$ cat config.mk
export PLATFORM = sky130hd
export DESIGN_NAME = keypad_entry
export DESIGN_NICKNAME = d
export VERILOG_FILES = /design/src/rtl/keypad_pkg.sv /design/src/rtl/key_debounce.sv /design/src/rtl/keypad_entry.sv
export SDC_FILE = /design/constraint.sdc
export NUM_CORES = 1
export LEC_CHECK = 0
export ABC_AREA = 1
export CAP_MARGIN = 20
export CELL_PAD_IN_SITES_DETAIL_PLACEMENT = 2
export CELL_PAD_IN_SITES_GLOBAL_PLACEMENT = 2
export CORE_MARGIN = 5
export CORE_UTILIZATION = 36
export DETAILED_ROUTE_END_ITERATION = 8
export PLACE_DENSITY_LB_ADDON = 0.08
export SYNTH_ARGS = -nofsm -noshare
export SYNTH_HDL_FRONTEND = slang
export SYNTH_SLANG_ARGS = --single-unit
$ cat constraint.sdc
create_clock -name clk -period 4.3 [get_ports clk]
set_input_delay 0.645 -clock clk [delete_from_list [all_inputs] [get_ports clk]]
set_output_delay 0.645 -clock clk [all_outputs]
set_load 0.005 [all_outputs]
$ cat src/rtl/keypad_pkg.sv
// Shared key codes and FSM state encoding for the keypad entry front-end.
package keypad_pkg;

  localparam logic [3:0] KEY_CLEAR_DEF = 4'hA;
  localparam logic [3:0] KEY_ENTER_DEF = 4'hB;
  localparam logic [3:0] KEY_DIGIT_MIN = 4'h0;
  localparam logic [3:0] KEY_DIGIT_MAX = 4'h9;

  typedef enum logic [1:0] {
    ST_IDLE  = 2'd0,
    ST_ENTRY = 2'd1,
    ST_HOLD  = 2'd2
  } state_e;

  function automatic logic is_digit(input logic [3:0] key);
    return (key >= KEY_DIGIT_MIN) && (key <= KEY_DIGIT_MAX);
  endfunction

endpackage

$ cat src/rtl/key_debounce.sv
// Synchronises the raw keypad scan, debounces the press level and emits a
// one-cycle event with the latched key code on each accepted press.
module key_debounce
  import keypad_pkg::*;
#(
  parameter int DEBOUNCE_CYCLES = 16
) (
  input  logic       clk,
  input  logic       rst_n,
  input  logic [3:0] key_code_i,
  input  logic       key_press_i,
  output logic       key_event_o,
  output logic [3:0] key_o
);

  localparam int CNT_W = (DEBOUNCE_CYCLES > 2) ? $clog2(DEBOUNCE_CYCLES) : 1;
  localparam logic [CNT_W-1:0] CNT_LAST = CNT_W'(DEBOUNCE_CYCLES - 1);

  logic [1:0]      press_sync_q;
  logic [3:0]      code_sync1_q;
  logic [3:0]      code_sync2_q;
  logic [CNT_W-1:0] cnt_q, cnt_d;
  logic            level_q, level_d;
  logic            level_dly_q;
  logic            event_q;
  logic [3:0]      key_q;
  logic            rise;

  // Counter only advances while the synchronised press disagrees with the
  // accepted level; any agreement (a bounce back) restarts it.
  always_comb begin
    cnt_d   = '0;
    level_d = level_q;
    if (press_sync_q[1] != level_q) begin
      if (cnt_q == CNT_LAST) begin
        level_d = press_sync_q[1];
      end else begin
        cnt_d = cnt_q + CNT_W'(1);
      end
    end
  end

  assign rise = level_q & ~level_dly_q;

  always_ff @(posedge clk or negedge rst_n) begin
    if (!rst_n) begin
      press_sync_q <= 2'b00;
      code_sync1_q <= 4'h0;
      code_sync2_q <= 4'h0;
      cnt_q        <= '0;
      level_q      <= 1'b0;
      level_dly_q  <= 1'b0;
      event_q      <= 1'b0;
      key_q        <= 4'h0;
    end else begin
      press_sync_q <= {press_sync_q[0], key_press_i};
      code_sync1_q <= key_code_i;
      code_sync2_q <= code_sync1_q;
      cnt_q        <= cnt_d;
      level_q      <= level_d;
      level_dly_q  <= level_q;
      event_q      <= rise;
      if (rise) begin
        key_q <= code_sync2_q;
      end
    end
  end

  assign key_event_o = event_q;
  assign key_o       = key_q;

endmodule

$ cat src/rtl/keypad_entry.sv
// Keypad entry front-end: collects NUM_DIGITS decimal digits into a packed
// code word and offers it downstream with a valid/ready handshake on ENTER.
module keypad_entry
  import keypad_pkg::*;
#(
  parameter int         NUM_DIGITS      = 4,
  parameter int         DEBOUNCE_CYCLES = 16,
  parameter int         TIMEOUT_CYCLES  = 1000,
  parameter logic [3:0] KEY_CLEAR       = KEY_CLEAR_DEF,
  parameter logic [3:0] KEY_ENTER       = KEY_ENTER_DEF
) (
  input  logic                              clk,
  input  logic                              reset,
  input  logic [3:0]                        key_code,
  input  logic                              key_press,
  output logic [4*NUM_DIGITS-1:0]           code,
  output logic                              code_valid,
  input  logic                              code_ready,
  output logic [$clog2(NUM_DIGITS+1)-1:0]   digit_count,
  output logic                              entry_error,
  output logic                              busy
);

  localparam int CODE_W = 4 * NUM_DIGITS;
  localparam int CNT_W  = $clog2(NUM_DIGITS + 1);
  localparam int TMR_W  = (TIMEOUT_CYCLES > 2) ? $clog2(TIMEOUT_CYCLES) : 1;
  localparam logic [CNT_W-1:0] CNT_FULL = CNT_W'(NUM_DIGITS);
  localparam logic [TMR_W-1:0] TMR_LAST = TMR_W'(TIMEOUT_CYCLES - 1);

  logic [1:0]        rst_sync_q;
  logic              rst_n_int;
  logic              key_event;
  logic [3:0]        key;
  logic              ev_digit;
  logic              ev_clear;
  logic              ev_enter;

  state_e            state_q;
  logic [CODE_W-1:0] code_q;
  logic [CNT_W-1:0]  count_q;
  logic              ovf_q;
  logic [TMR_W-1:0]  timer_q;
  logic              err_q;
  logic              valid_q;
  logic              busy_q;

  // Reset asserts immediately but releases only on a clock edge.
  always_ff @(posedge clk or negedge reset) begin
    if (!reset) begin
      rst_sync_q <= 2'b00;
    end else begin
      rst_sync_q <= {rst_sync_q[0], 1'b1};
    end
  end

  assign rst_n_int = rst_sync_q[1];

  key_debounce #(
    .DEBOUNCE_CYCLES(DEBOUNCE_CYCLES)
  ) u_debounce (
    .clk         (clk),
    .rst_n       (rst_n_int),
    .key_code_i  (key_code),
    .key_press_i (key_press),
    .key_event_o (key_event),
    .key_o       (key)
  );

  assign ev_digit = key_event && is_digit(key);
  assign ev_clear = key_event && (key == KEY_CLEAR);
  assign ev_enter = key_event && (key == KEY_ENTER);

  always_ff @(posedge clk or negedge rst_n_int) begin
    if (!rst_n_int) begin
      state_q <= ST_IDLE;
      code_q  <= '0;
      count_q <= '0;
      ovf_q   <= 1'b0;
      timer_q <= '0;
      err_q   <= 1'b0;
      valid_q <= 1'b0;
      busy_q  <= 1'b0;
    end else begin
      err_q <= 1'b0;
      case (state_q)
        ST_IDLE: begin
          if (ev_digit) begin
            code_q  <= CODE_W'(key);
            count_q <= CNT_W'(1);
            ovf_q   <= 1'b0;
            timer_q <= '0;
            busy_q  <= 1'b1;
            state_q <= ST_ENTRY;
          end
        end

        ST_ENTRY: begin
          if (ev_digit) begin
            timer_q <= '0;
            if (count_q == CNT_FULL) begin
              ovf_q <= 1'b1;
            end else begin
              code_q  <= (code_q << 4) | CODE_W'(key);
              count_q <= count_q + CNT_W'(1);
            end
          end else if (ev_clear) begin
            code_q  <= '0;
            count_q <= '0;
            ovf_q   <= 1'b0;
            timer_q <= '0;
            busy_q  <= 1'b0;
            state_q <= ST_IDLE;
          end else if (ev_enter && (count_q == CNT_FULL) && !ovf_q) begin
            timer_q <= '0;
            valid_q <= 1'b1;
            state_q <= ST_HOLD;
          end else if (ev_enter || (timer_q == TMR_LAST)) begin
            // Short/overflowed ENTER or inactivity: discard with an error.
            err_q   <= 1'b1;
            code_q  <= '0;
            count_q <= '0;
            ovf_q   <= 1'b0;
            timer_q <= '0;
            busy_q  <= 1'b0;
            state_q <= ST_IDLE;
          end else begin
            timer_q <= timer_q + TMR_W'(1);
          end
        end

        ST_HOLD: begin
          if (code_ready) begin
            valid_q <= 1'b0;
            code_q  <= '0;
            count_q <= '0;
            ovf_q   <= 1'b0;
            busy_q  <= 1'b0;
            state_q <= ST_IDLE;
          end
        end

        default: begin
          valid_q <= 1'b0;
          code_q  <= '0;
          count_q <= '0;
          ovf_q   <= 1'b0;
          timer_q <= '0;
          busy_q  <= 1'b0;
          state_q <= ST_IDLE;
        end
      endcase
    end
  end

  assign code        = code_q;
  assign code_valid  = valid_q;
  assign digit_count = count_q;
  assign entry_error = err_q;
  assign busy        = busy_q;

endmodule
==> out/qor.txt <==
Placed cells -> 436
Die area -> 0.009138 mm²
Count of input and output buffers -> 29
Synthesis-stage register bit count -> 58
Combinational Power Share -> 0.064
Crit-path max cell delay -> 0.55 ns
Worst setup SP type -> flop
P&R area growth vs syn -> 21.16%
HPWL after detailed placement -> 4579 µm
Top cell by count, worst path -> nand2_1
FMAX -> 0.4670 GHz
DRT Wirelength -> 6588 µm
Slew HR -> 0.5192
Worst Hold Class -> flop to flop
Synth cell types -> 24
Data arrival, critical path -> 2.42 ns
Share of layout cells above drive strength 1 -> 0.09687
DR iter-0 viols -> 44
FP Rows -> 31
Setup TNS -> 0 ns
Register area share after synthesis -> 0.5503
Sw Share -> 0.2442
Routed vias -> 2141
Critical-path cell with the highest stage delay -> nand4_2
Pin count of the biggest net entering global routing -> 57
Cts bufs inserted -> 9
Reg power frac -> 0.513
Avg WL per Cell -> 14.64 µm
Int Pwr -> 0.8448 mW
P_leak -> 1.467 nW
Synthesized-area fraction occupied by adder cells -> 0.01898
Clock Latency Late Sink -> 0.34 ns
Switching power -> 0.2729 mW
Pins Over Slew Limit -> 0
Combinational family with the most area after synthesis -> simple AND/OR/NAND/NOR gates
Clk root buf -> clkbuf_8
Slew @ Worst Pin -> 0.7213 ns
Core area -> 0.007176 mm²
Max Cap Viol -> 0
Crit Path Class -> flop to flop
Vias in the first global route -> 2395
Synth area leaders -> dfrtp_1, nand2_1, nor2_1, nand3_1, inv_1
Vias per cell -> 4.758
Peak supply drop -> 0.1875 mV
Final setup viols -> 0
Synth top area share -> 0.5503
Final setup skew -> 0.009243 ns
Final hold violations -> 0
First-pass GRT wire length -> 11410 µm
Yosys top cell by area -> dfrtp_1
Initial antenna violation count -> 0
Post-Layout Cell Count -> 450
Residual DRC -> 0
Hold buffer count at CTS -> 0
# diodes -> 0
Clock sink total -> 58
Multiplexer share of the synthesized area -> 0
Initial Util -> 0.3676
Compound-gate portion of the synthesized area -> 0.02087
Post-synthesis cell area -> 0.002638 mm²
Postcts setup bufs -> 0
XOR/XNOR Fraction of Synth Area -> 0.01660
Bufs on Longest Clock Path -> 2
Crit-path max FO -> 24
Synthesized net count -> 325
First drt pass iteration count -> 4
RSZ-0062 raised after global routing -> no
Worst setup EP type -> flop
Final critical-path share of the clock period -> 0.4980
CTS tree -> yes
Clk pwr share -> 0.423
Avg Cell Area, Syn -> 8.427 µm²
GPL Wtd Cong -> 0.7485
Worst-path cell chain -> ha_1, nand2_1, nor2_1, nand3_1, nand4_2, nand3_4, nand2_1, nand2_1
Critical Path RT -> 4.58 ns
Cells after Synth -> 313
Simple-Gate Fraction of Synth Area -> 0.3392
Die Height -> 95.60 µm
Power Total -> 1.118 mW
Final net count -> 360
Number of H-tree levels -> 3
Pwr dens -> 349.8 mW/mm²
Detail Route Antenna Nets -> 0
CTS clock-pin slew for the worst setup and hold paths -> 0.07 ns
YS warnings -> 0
Post-layout min period -> 2.142 ns
Grt ovf -> 0
Die Width -> 95.60 µm
Run status -> finished, final reports clean
PostCTS Resize Cnt -> 0
Total of fill cells in the finished design -> 814
I/O pin count -> 30
Total track usage -> 0.1638
cell usage after synthesis (all sizes together):
library cell	instances
o21ai	10
nand2	107
xor2	2
xnor2	3
conb	1
nand4	1
dfrtp	58
a21oi	1
inv	27
ha	4
or2	1
nor2	53
nor3	2
buf	5
clkbuf	1
nand3	37
stage by stage:
step	cell area (µm²)	setup slack, ns	hold slack [ns]	util
after floorplan	2638	2.566	0.3312	-
after global placement	3023	2.110	0.3382	0.4213
after detailed placement	3023	2.079	0.3378	0.4213
after CTS	3196	2.104	0.3586	0.4453
after global routing	3196	1.928	0.3654	0.4453
final	3196	2.158	0.3537	0.4453
registers in the layout (all words and copies together), names as in the netlist:
name,flops
code,16
timer_q,10
u_debounce.code_sync1_q,4
entry_error,1
u_debounce.level_dly_q,1
busy,1
u_debounce.key_o,4
ovf_q,1
state_q,2
u_debounce.cnt_q,4
digit_count,3
u_debounce.key_event_o,1
u_debounce.press_sync_q,2
code_valid,1
u_debounce.code_sync2_q,4
u_debounce.level_q,1
rst_sync_q,2
cells by family after synthesis:
kind of cell | Yosys count
buffers and inverters | 33
other | 1
AND/OR/NAND/NOR | 201
XOR/XNOR | 5
adder cells (fa/ha/maj) | 4
AO/OA/AOI/OAI | 11
flip-flops | 58
worst paths after layout:
| check | start | to | slack (ns) | depth (start not counted) |
|---|---|---|---|---|
| max | timer_q[0]$_DFFE_PN0P_ | code[7]$_DFFE_PN0P_ | 2.16 | 8 |
| min | u_debounce.press_sync_q[0]$_DFF_PN0_ | u_debounce.press_sync_q[1]$_DFF_PN0_ | 0.35 | 0 |
| max reg2reg | timer_q[0]$_DFFE_PN0P_ | code[7]$_DFFE_PN0P_ | 2.16 | 8 |
| min reg2reg | u_debounce.press_sync_q[0]$_DFF_PN0_ | u_debounce.press_sync_q[1]$_DFF_PN0_ | 0.35 | 0 |
| max in group asynchronous | rst_sync_q[1]$_DFF_PN0_ | code[12]$_DFFE_PN0P_ | 3.43 | 1 |
| min in group asynchronous | rst_sync_q[1]$_DFF_PN0_ | code[3]$_DFFE_PN0P_ | 0.40 | 1 |
cell type report:
class                      count  area [µm²]  area share
multi-input combinational    222        1047      0.3277
inverter                      27       101.3     0.03171
sequential                    58        1453      0.4546
timing repair buffer          30       297.8     0.09319
clock buffer                  10       127.6     0.03994
tap                           99       123.9     0.03876
clock inverter                 4       45.04     0.01410
critical path: cells and delay by family (launching register included):
family | cells | cell delay [ns]
fa+ha+maj | 1 | 0.26
simple gates | 7 | 1.42
flops | 1 | 0.40
power groups by stage:
| stage | clock [mW] | sequential (mW) | combinational (mW) |
|---|---|---|---|
| 5_1_grt | 0.515 | 0.575 | 0.0815 |
| 4_1_cts | 0.487 | 0.574 | 0.0743 |
| 6_report | 0.473 | 0.573 | 0.0713 |
| 3_3_place_gp | 0 | 0.583 | 0.0725 |
| 2_1_floorplan | 0 | 0.588 | 0.0387 |
| 3_5_place_dp | 0 | 0.584 | 0.0740 |
cells in the final DEF (no fill, tap or decap), types with 9 or more instances in the layout:
| master | netlist | final |
|---|---|---|
| nor2_1 | 45 | 45 |
| clkdlybuf4s50_1 | 0 | 29 |
| nand3_1 | 33 | 33 |
| nand2_1 | 105 | 105 |
| inv_1 | 23 | 23 |
| clkbuf_8 | 0 | 9 |
| dfrtp_1 | 58 | 57 |
| o21ai_0 | 10 | 10 |
layer usage:
layer  GRT usage  part of all wire  vias to the layer above
li1            -                 -                     1039
met1      0.1992              0.45                     1064
met2      0.2785              0.50                       26
met3     0.03394             0.029                       12
met4     0.07227             0.019                        0
met5           0                 0                        -
(Power assumes the default switching activity.)
